===== config.mk =====
export PLATFORM = sky130hd
export DESIGN_NAME = hazard_scoreboard
export DESIGN_NICKNAME = d
export VERILOG_FILES = /design/src/rtl/hazard_scoreboard.sv
export SDC_FILE = /design/constraint.sdc
export NUM_CORES = 1
export LEC_CHECK = 0
export BUFFER_PORTS_ARGS = -buffer_cell sky130_fd_sc_hd__buf_2
export CAP_MARGIN = 20
export CORE_MARGIN = 2
export CORE_UTILIZATION = 52
export CTS_BUF_LIST = sky130_fd_sc_hd__clkbuf_2 sky130_fd_sc_hd__clkbuf_4 sky130_fd_sc_hd__clkbuf_8
export DETAILED_ROUTE_END_ITERATION = 10
export PLACE_DENSITY = 0.83
export SETUP_SLACK_MARGIN = 0.4
export SLEW_MARGIN = 25
export SYNTH_ARGS = -nofsm -noshare
export SYNTH_HDL_FRONTEND = slang
export SYNTH_SLANG_ARGS = --single-unit

===== constraint.sdc =====
create_clock -name clk -period 2.55 [get_ports clk]
set_input_delay 0.1275 -clock clk [delete_from_list [all_inputs] [get_ports clk]]
set_output_delay 0.1275 -clock clk [all_outputs]
set_load 0.01 [all_outputs]

===== src/rtl/hazard_scoreboard.sv =====
// rtl/hazard_scoreboard.sv - pipeline hazard unit with per-GPR scoreboard for long-latency ops
//
// Purpose:
//   Generates execute-stage forwarding selects plus the stall and flush controls
//   for a 5-stage core. It also keeps a per-register pending scoreboard so that
//   variable-latency units (mul/div, cache-miss loads) can write back out of order.
//
// Ports:
//   clk, reset                       core clock, asynchronous active-high reset
//   rs1/rs2/rd_decode, long_decode   decode-stage indices and long-op flag
//   rs1/rs2/rd_execute               execute-stage indices
//   load_on_execute, long_issue      normal load in execute / long op issued this cycle
//   complete_valid, rd_complete      long-latency writeback strobe and destination
//   rd_memory, rd_writeback          destinations in memory / writeback
//   write_gpr_memory/_writeback      those stages write a GPR
//   branch_taken                     branch resolved taken in execute
//   forward_rs1, forward_rs2         0 none, 1 from memory, 2 from writeback
//   stall_fetch, stall_decode        hold the front end
//   flush_decode, flush_execute      squash decode / insert bubble into execute
//   inflight_count, pending          outstanding long ops and scoreboard bits
//
// Optional feature macro: HAZARD_SCOREBOARD_STATS_EN adds stall_cycles,
// flush_events and full_stall_cycles 32-bit event counters.

module hazard_scoreboard #(
    parameter int GPR_COUNT    = 32,
    parameter int MAX_INFLIGHT = 4,
    parameter int FWD_SRC_BITS = 2,
    localparam int RW = $clog2(GPR_COUNT),
    localparam int CW = $clog2(MAX_INFLIGHT + 1)
) (
    input  logic                    clk,
    input  logic                    reset,
    input  logic [RW-1:0]           rs1_decode,
    input  logic [RW-1:0]           rs2_decode,
    input  logic [RW-1:0]           rd_decode,
    input  logic                    long_decode,
    input  logic [RW-1:0]           rs1_execute,
    input  logic [RW-1:0]           rs2_execute,
    input  logic [RW-1:0]           rd_execute,
    input  logic                    load_on_execute,
    input  logic                    long_issue,
    input  logic                    complete_valid,
    input  logic [RW-1:0]           rd_complete,
    input  logic [RW-1:0]           rd_memory,
    input  logic [RW-1:0]           rd_writeback,
    input  logic                    write_gpr_memory,
    input  logic                    write_gpr_writeback,
    input  logic                    branch_taken,
    output logic [FWD_SRC_BITS-1:0] forward_rs1,
    output logic [FWD_SRC_BITS-1:0] forward_rs2,
    output logic                    stall_fetch,
    output logic                    stall_decode,
    output logic                    flush_decode,
    output logic                    flush_execute,
    output logic [CW-1:0]           inflight_count,
    output logic [GPR_COUNT-1:0]    pending
`ifdef HAZARD_SCOREBOARD_STATS_EN
    ,
    output logic [31:0]             stall_cycles,
    output logic [31:0]             flush_events,
    output logic [31:0]             full_stall_cycles
`endif
);

    localparam logic [FWD_SRC_BITS-1:0] NO_FORWARDING  = FWD_SRC_BITS'(0);
    localparam logic [FWD_SRC_BITS-1:0] FROM_MEMORY    = FWD_SRC_BITS'(1);
    localparam logic [FWD_SRC_BITS-1:0] FROM_WRITEBACK = FWD_SRC_BITS'(2);
    localparam logic [CW-1:0]           MAX_COUNT      = CW'(MAX_INFLIGHT);

    // Memory stage is younger than writeback, so it takes priority.
    function automatic logic [FWD_SRC_BITS-1:0] fwd_sel(
        input logic [RW-1:0] rs,
        input logic [RW-1:0] rd_mem,
        input logic          wr_mem,
        input logic [RW-1:0] rd_wb,
        input logic          wr_wb
    );
        if (rs == '0)
            return NO_FORWARDING;
        else if (wr_mem && rs == rd_mem)
            return FROM_MEMORY;
        else if (wr_wb && rs == rd_wb)
            return FROM_WRITEBACK;
        else
            return NO_FORWARDING;
    endfunction

    logic load_stall;
    logic raw_stall;
    logic waw_stall;
    logic full_stall;
    logic stall;

    always_comb begin
        forward_rs1 = fwd_sel(rs1_execute, rd_memory, write_gpr_memory,
                              rd_writeback, write_gpr_writeback);
        forward_rs2 = fwd_sel(rs2_execute, rd_memory, write_gpr_memory,
                              rd_writeback, write_gpr_writeback);
    end

    always_comb begin
        load_stall = load_on_execute && (rd_execute != '0) &&
                     ((rs1_decode == rd_execute) || (rs2_decode == rd_execute));
        // Decode reads the registered scoreboard only: a completion clears the
        // bit at the edge, so there is no same-cycle bypass.
        raw_stall  = pending[rs1_decode] || pending[rs2_decode];
        waw_stall  = long_decode && pending[rd_decode];
        full_stall = long_decode && (inflight_count == MAX_COUNT);
        stall      = load_stall || raw_stall || waw_stall || full_stall;

        stall_fetch   = stall;
        stall_decode  = stall;
        flush_decode  = branch_taken;
        flush_execute = stall || branch_taken;
    end

    logic [GPR_COUNT-1:0] pending_next;
    logic [CW-1:0]        count_next;

    always_comb begin
        pending_next = pending;
        // Clear before set so an issue to the register being completed wins.
        if (complete_valid)
            pending_next[rd_complete] = 1'b0;
        if (long_issue && rd_execute != '0)
            pending_next[rd_execute] = 1'b1;
        pending_next[0] = 1'b0;
    end

    // An issue to x0 still occupies a unit, so the count tracks every issue,
    // not only those that touch the scoreboard.
    always_comb begin
        count_next = inflight_count;
        if (long_issue && !complete_valid) begin
            if (inflight_count != MAX_COUNT)
                count_next = inflight_count + CW'(1);
        end else if (complete_valid && !long_issue) begin
            if (inflight_count != '0)
                count_next = inflight_count - CW'(1);
        end
    end

    always_ff @(posedge clk or posedge reset) begin
        if (reset) begin
            pending        <= '0;
            inflight_count <= '0;
        end else begin
            pending        <= pending_next;
            inflight_count <= count_next;
        end
    end

`ifndef SYNTHESIS
    always @(posedge clk) begin
        if (!reset) begin
            assert (!(complete_valid && !long_issue && inflight_count == '0));
            assert (!(long_issue && !complete_valid && inflight_count == MAX_COUNT));
        end
    end
`endif

`ifdef HAZARD_SCOREBOARD_STATS_EN
    always_ff @(posedge clk or posedge reset) begin
        if (reset) begin
            stall_cycles      <= '0;
            flush_events      <= '0;
            full_stall_cycles <= '0;
        end else begin
            if (stall)
                stall_cycles <= stall_cycles + 32'd1;
            if (branch_taken)
                flush_events <= flush_events + 32'd1;
            if (full_stall)
                full_stall_cycles <= full_stall_cycles + 32'd1;
        end
    end
`endif

endmodule


Word level (Yosys, flattened, before mapping)
Cells that the tools add are included.
- reduce and logical (&&, ||, !) cells: 28
- add/sub/neg operators: 2
- order comparisons: 7
- bitwise gates (word level): 3
- equality and inequality tests: 9
- muxes and demuxes: 22
- operators with widths (kind ; number):
    32-bit two-way mux ; 2
    32-bit AND ; 1
    32-bit inverter ; 1
    32-bit bitwise OR ; 1
    5-bit equality test ; 6
    5-bit by 6-bit < comparator with 1-bit output (second input constant) ; 5
    1-bit binary-select mux with 5-bit select ; 3
    1-bit logical AND ; 13
    2-bit two-way mux ; 6
    3-bit two-way mux ; 4
    1-bit demux with 5-bit select ; 2
    5-bit by 1-bit greater-or-equal comparator with 1-bit output (second input constant) ; 2
    5-bit zero test ; 2
    1-bit logical OR ; 6
    1-bit two-way mux ; 5
    5-bit nonzero test ; 1
    2-bit nonzero test ; 2
    3-bit by 1-bit adder with 3-bit output (second input constant) ; 1
    3-bit equality test (second input constant) ; 1
    3-bit inequality test (second input constant) ; 1
    3-bit AND reduction ; 1
    3-bit nonzero test ; 1
    3-bit by 1-bit subtractor with 3-bit output (second input constant) ; 1
    1-bit zero test ; 2
    2-bit by 1-bit inequality test with 1-bit output (second input constant) ; 1
- input port bits: 54
- logic and storage cells: 73
- flip-flop bits (word level): 34

Longest topological paths before layout
- word-level depth: 9
- mapped depth: 9
- depth with buffers taken out: 9

Worst setup path after synthesis
OpenSTA, ideal clock, no wires.
- kind: reg2out
- start: register pending[21]
- end: output stall_fetch
- path slack: 0.409 ns
- required time: 2.423 ns
- stages on the path, launching flop included: 7
- buffers on the path: 1
- data arrival time: 2.013 ns
- cell sequence: dfrtp_1 mux4_1 mux2_2 o221a_2 a221oi_2 nand2_1 buf_4
- longest elaborated chain between the ends: 6
- elaborated cells on any way between the ends: 11
- those cells by class: mux (6); reduce/logical (5)
- RTL lines (element ; line ; RTL):
    start: declaration ; 57 ; output logic [GPR_COUNT-1:0] pending
    start signal: assignment ; 149 ; pending <= pending_next;
    1-bit binary-select mux with 5-bit select ; 107 ; raw_stall = pending[rs1_decode] || pending[rs2_decode];
    1-bit two-way mux (not written as such) ; 107 ;
    1-bit logical OR ; 107 ;
    1-bit logical OR ; 110 ; stall = load_stall || raw_stall || waw_stall || full_stall;
    1-bit logical OR * (2 in series) ; 110 ;
    end: declaration ; 52 ; output logic stall_fetch,
Every way passes the cells marked *; elsewhere a longest branch is shown, timed or not. The select of a mux whose other input is x is not followed.

Worst setup path in the final report
- start: register pending[10]
- end: output stall_fetch
The elaborated chain is that of the path after synthesis.

==> results list <==
- After synthesis, flip-flops and latches occupy 30.5% of the total area.
- Setup repair after global routing could not meet its margin everywhere.
- Syn-to-layout area delta: 26.7%
- Area of the placeable core: between 0.005 and 0.006 mm^2
- Fraction of layout instances using a drive strength above 1: 38.6%
- # DRC: 0
* Antenna cells: 0
- The root buffer cell chosen for the clock tree is sky130_fd_sc_hd__clkbuf_8.
- CTS tree: built
- Max-cap violations in this run came to 0.
- Global-route total usage across every layer: 29.2%
- For this run, the post-layout net count is between 400 and 500.
- Worst clock skew on the final layout: 0.115 ps
* Worst-path cell chain: mux4_2, mux2_4, nand2_2, o311ai_4, a221oi_2, nand2_1, buf_2
- WP buf/inv: 1
- Slowest stage cell on the critical path: sky130_fd_sc_hd__mux4_2
- Subtracting the final worst setup slack from the clock period gives between 2000 and 2500 ps.
- Vias after detailed routing: 2,912
- Entering global routing, the biggest net connects 35 pins.
* Cells taking the most area after synthesis: sky130_fd_sc_hd__dfrtp_1 (30%), sky130_fd_sc_hd__o21ai_0 (12%), sky130_fd_sc_hd__mux4_2 (11%), sky130_fd_sc_hd__xor2_1 (4.7%), sky130_fd_sc_hd__xnor2_1 (4.4%)
* Number of nets still failing antenna checks after routing: 0
- Max IR drop VDD: between 400 and 500 uV
* Class of the worst hold path: input port to flip-flop
* Clock transition at the registers of the reported paths: ~70 ps
- Averaged over all synthesized cells, the footprint is about 9.5 um^2.
- Initial DRC Count: between 200 and 250
- Post-synthesis mux area share: 19.4%
- Along the worst path, the maximum fanout reaches 5.
* Standard-cell row count: 26
- Setup violations remaining at the end of the flow were counted as 0.
- Final-report hold violation count: 0
- The H-tree was split into 2 levels.
- On the worst path, the slowest cell contributes a delay of around 460 ps.
- X dimension of the die: approximately 77 um
- Counting flops with an async set or reset pin after synthesis yields a share of 100%.
- After Yosys synthesis, XOR and XNOR cells account for 9.10% of the synthesized area.
* HPWL after detailed placement: around 6.2 mm
- The setup path with the least slack is of type flip-flop to output pin.
* RePlAce Congestion: between 0.9 and 1
- Power density cells: 662 mW/mm^2
- Top-count cell post-synth: sky130_fd_sc_hd__o21ai_0
* Final design utilization: between 60% and 70%
- Startpoint types: flip-flop
- The first global-routing pass estimated roughly 14 mm of wire.
* Synth Flop Type: sky130_fd_sc_hd__dfrtp_1
- Area after detailed placement: between 0.003 and 0.004 mm^2
- STA classifies the critical path endpoint as an output pin.
- Buffers inserted during clock tree synthesis total 5.
- Number of enable-type register cells in the synthesized netlist: 0
* Synth Area in Simple Gates: approximately 16%
- Post-Synthesis Cells: ~300
- During placement, the flow inserted port buffers numbering between 90 and 100.
* Number of top-level pins: 97
- After detailed routing, the average wire length per cell comes to between 15 and 20 um.
* Synthesized Nets: around 350
* Adder and majority cell fraction of the synthesized area: 1.17%
- Initial antenna violation count: 0
* Drt pass-1 iters: 4
- Ranked by instance count, the synthesized netlist is headed by sky130_fd_sc_hd__o21ai_0 (66), sky130_fd_sc_hd__dfrtp_1 (34), sky130_fd_sc_hd__nand2_1 (16).
- The biggest area contributor in the post-synthesis netlist is sky130_fd_sc_hd__dfrtp_1.
- Setup tns final: 0 ps
- Maximum clock frequency: ~430 MHz
* Status: completed
- Vias in the first global route: between 2,000 and 3,000
- Synthesized-area fraction occupied by ao, oa, aoi and oai cells: between 10% and 20%
- TritonCTS Sinks: 34
- The cell area that synthesis handed to floorplanning was roughly 0.0028 mm^2.
- Clock latency on the worst-skew pair: around 290 ps
- Final Max Tran Viols: 0
- Post-synthesis sequential element count: 34
* Maximum buffer depth of the clock tree: 2
* Final worst-path cycle share: between 90% and 100%
- For the worst setup path, the data arrival time is 2230 ps.
- The initial utilization of the core area, before any placement, comes to 54.3%.
- During synthesis, Yosys emitted a total of 0 warnings.
* Overall overflow remaining after global route: 0
- Wire length after detailed routing: roughly 8.7 mm
- Total chip power: around 2.3 mW
- Leakage dissipation: 1.56 nW
- After routing the design area is roughly 0.0035 mm^2.
* Vias per Instance: ~6.2
* Portion of synthesized cell area occupied by the leading cell type: 30.5%
* Critical Path RT: around 2400 ps
* Die Outline Area: slightly below 0.006 mm^2
* Fillcell total: around 430
- In this run, distinct cell masters in the synthesized netlist total 44.
- Cell family with the largest share of critical-path delay: multiplexers
- Combinational family with the most area after synthesis: compound AO/OA/AOI/OAI gates
- From bottom edge to top edge, the die measures approximately 77 um.
cells by family (layout without fill, tap and decap cells):
logic type / Yosys count / after routing
AND/OR/NAND/NOR: 79 / 79
AO/OA/AOI/OAI: 93 / 93
multiplexers: 31 / 31
flip-flops: 34 / 34
adder cells (fa/ha/maj): 2 / 2
other: 1 / 1
buffers and inverters: 24 / 127
XOR/XNOR: 29 / 29
tightest hold or removal path, delay by kind of cell:
| kind | cells | cell delay (ps) |
|---|---|---|
| AO/OA/AOI/OAI | 1 | 80 |
| AND/OR/NAND/NOR | 1 | 130 |
| buffers and inverters | 1 | 190 |
stage by stage:
stage | hold WS (ps) | std cells | setup slack (ps)
floorplan | 269 | 293 | 409
global placement | 231 | 440 | 364
detailed placement | 239 | 440 | 371
CTS | 269 | 457 | 196
global route | 312 | 466 | 68.8
finish | 282 | 466 | 197
power breakdown:
part | switching [mW] | total [mW] | leakage (nW) | internal (mW)
Sequential | 0.184 | 0.863 | 0.416 | 0.680
Combinational | 0.525 | 1.08 | 1.10 | 0.560
Clock | 0.184 | 0.393 | 0.0452 | 0.209
repair_timing:
item                                    CTS  global route
resized for setup                         3            12
buffers inserted                          9             9
endpoints found under the hold margin    34             0
pin swaps                                 5             3
hold buffers                              1             0
endpoints found under the setup margin    3             3
layout make-up:
class	count	area [um^2]	area share [%]
repair buffers	115	643	18.2
clock buffers	7	83.8	2.37
flip-flops and latches	34	851	24.1
multi-input cells	235	1850	52.4
inverters	5	18.8	0.531
well taps	70	87.6	2.48
layout by cell type (no fill, tap or decap), drive strengths merged, types with 2 or more instances in the layout:
cell,count
a211oi,3
a21oi,5
a221oi,3
a22o,2
a22oi,3
and2b,2
and3,3
buf,114
clkbuf,7
dfrtp,34
inv,5
mux2,5
mux2i,9
mux4,17
nand2,16
nand3,10
nand3b,13
nor2,11
nor2b,6
nor3,3
nor4,3
o2111ai,2
o21a,2
o21ai,66
o311ai,2
or3,4
or3b,5
or4,2
xnor2,14
xor2,15
path summary, 6_finish.rpt:
path,start,end,slack [ps],depth (start not counted)
max reg2reg,inflight_count[0]$_DFFE_PP0P_,inflight_count[2]$_DFFE_PP0P_,1000,6
min reg2reg,pending[5]$_DFF_PP0_,pending[5]$_DFF_PP0_,610,2
min in group asynchronous,reset,pending[11]$_DFF_PP0_,470,4
max in group asynchronous,reset,pending[16]$_DFF_PP0_,1760,4
min,rd_execute[2],pending[6]$_DFF_PP0_,280,3
max,pending[10]$_DFF_PP0_,stall_fetch,200,7
state kept, by name, summed over array words and instances, names as in the netlist:
name and cells:
pending 31, inflight_count 3
metal layers:
layer | global-route usage (%) | vias to the layer above | wire length [um]
met5 | 0 | - | 0
met4 | 10.5 | 0 | 184
met3 | 7.53 | 26 | 926
met2 | 46.7 | 198 | 4220
met1 | 38.4 | 1374 | 3350
li1 | - | 1314 | -
Note: power is estimated with default switching activity, not from simulation.
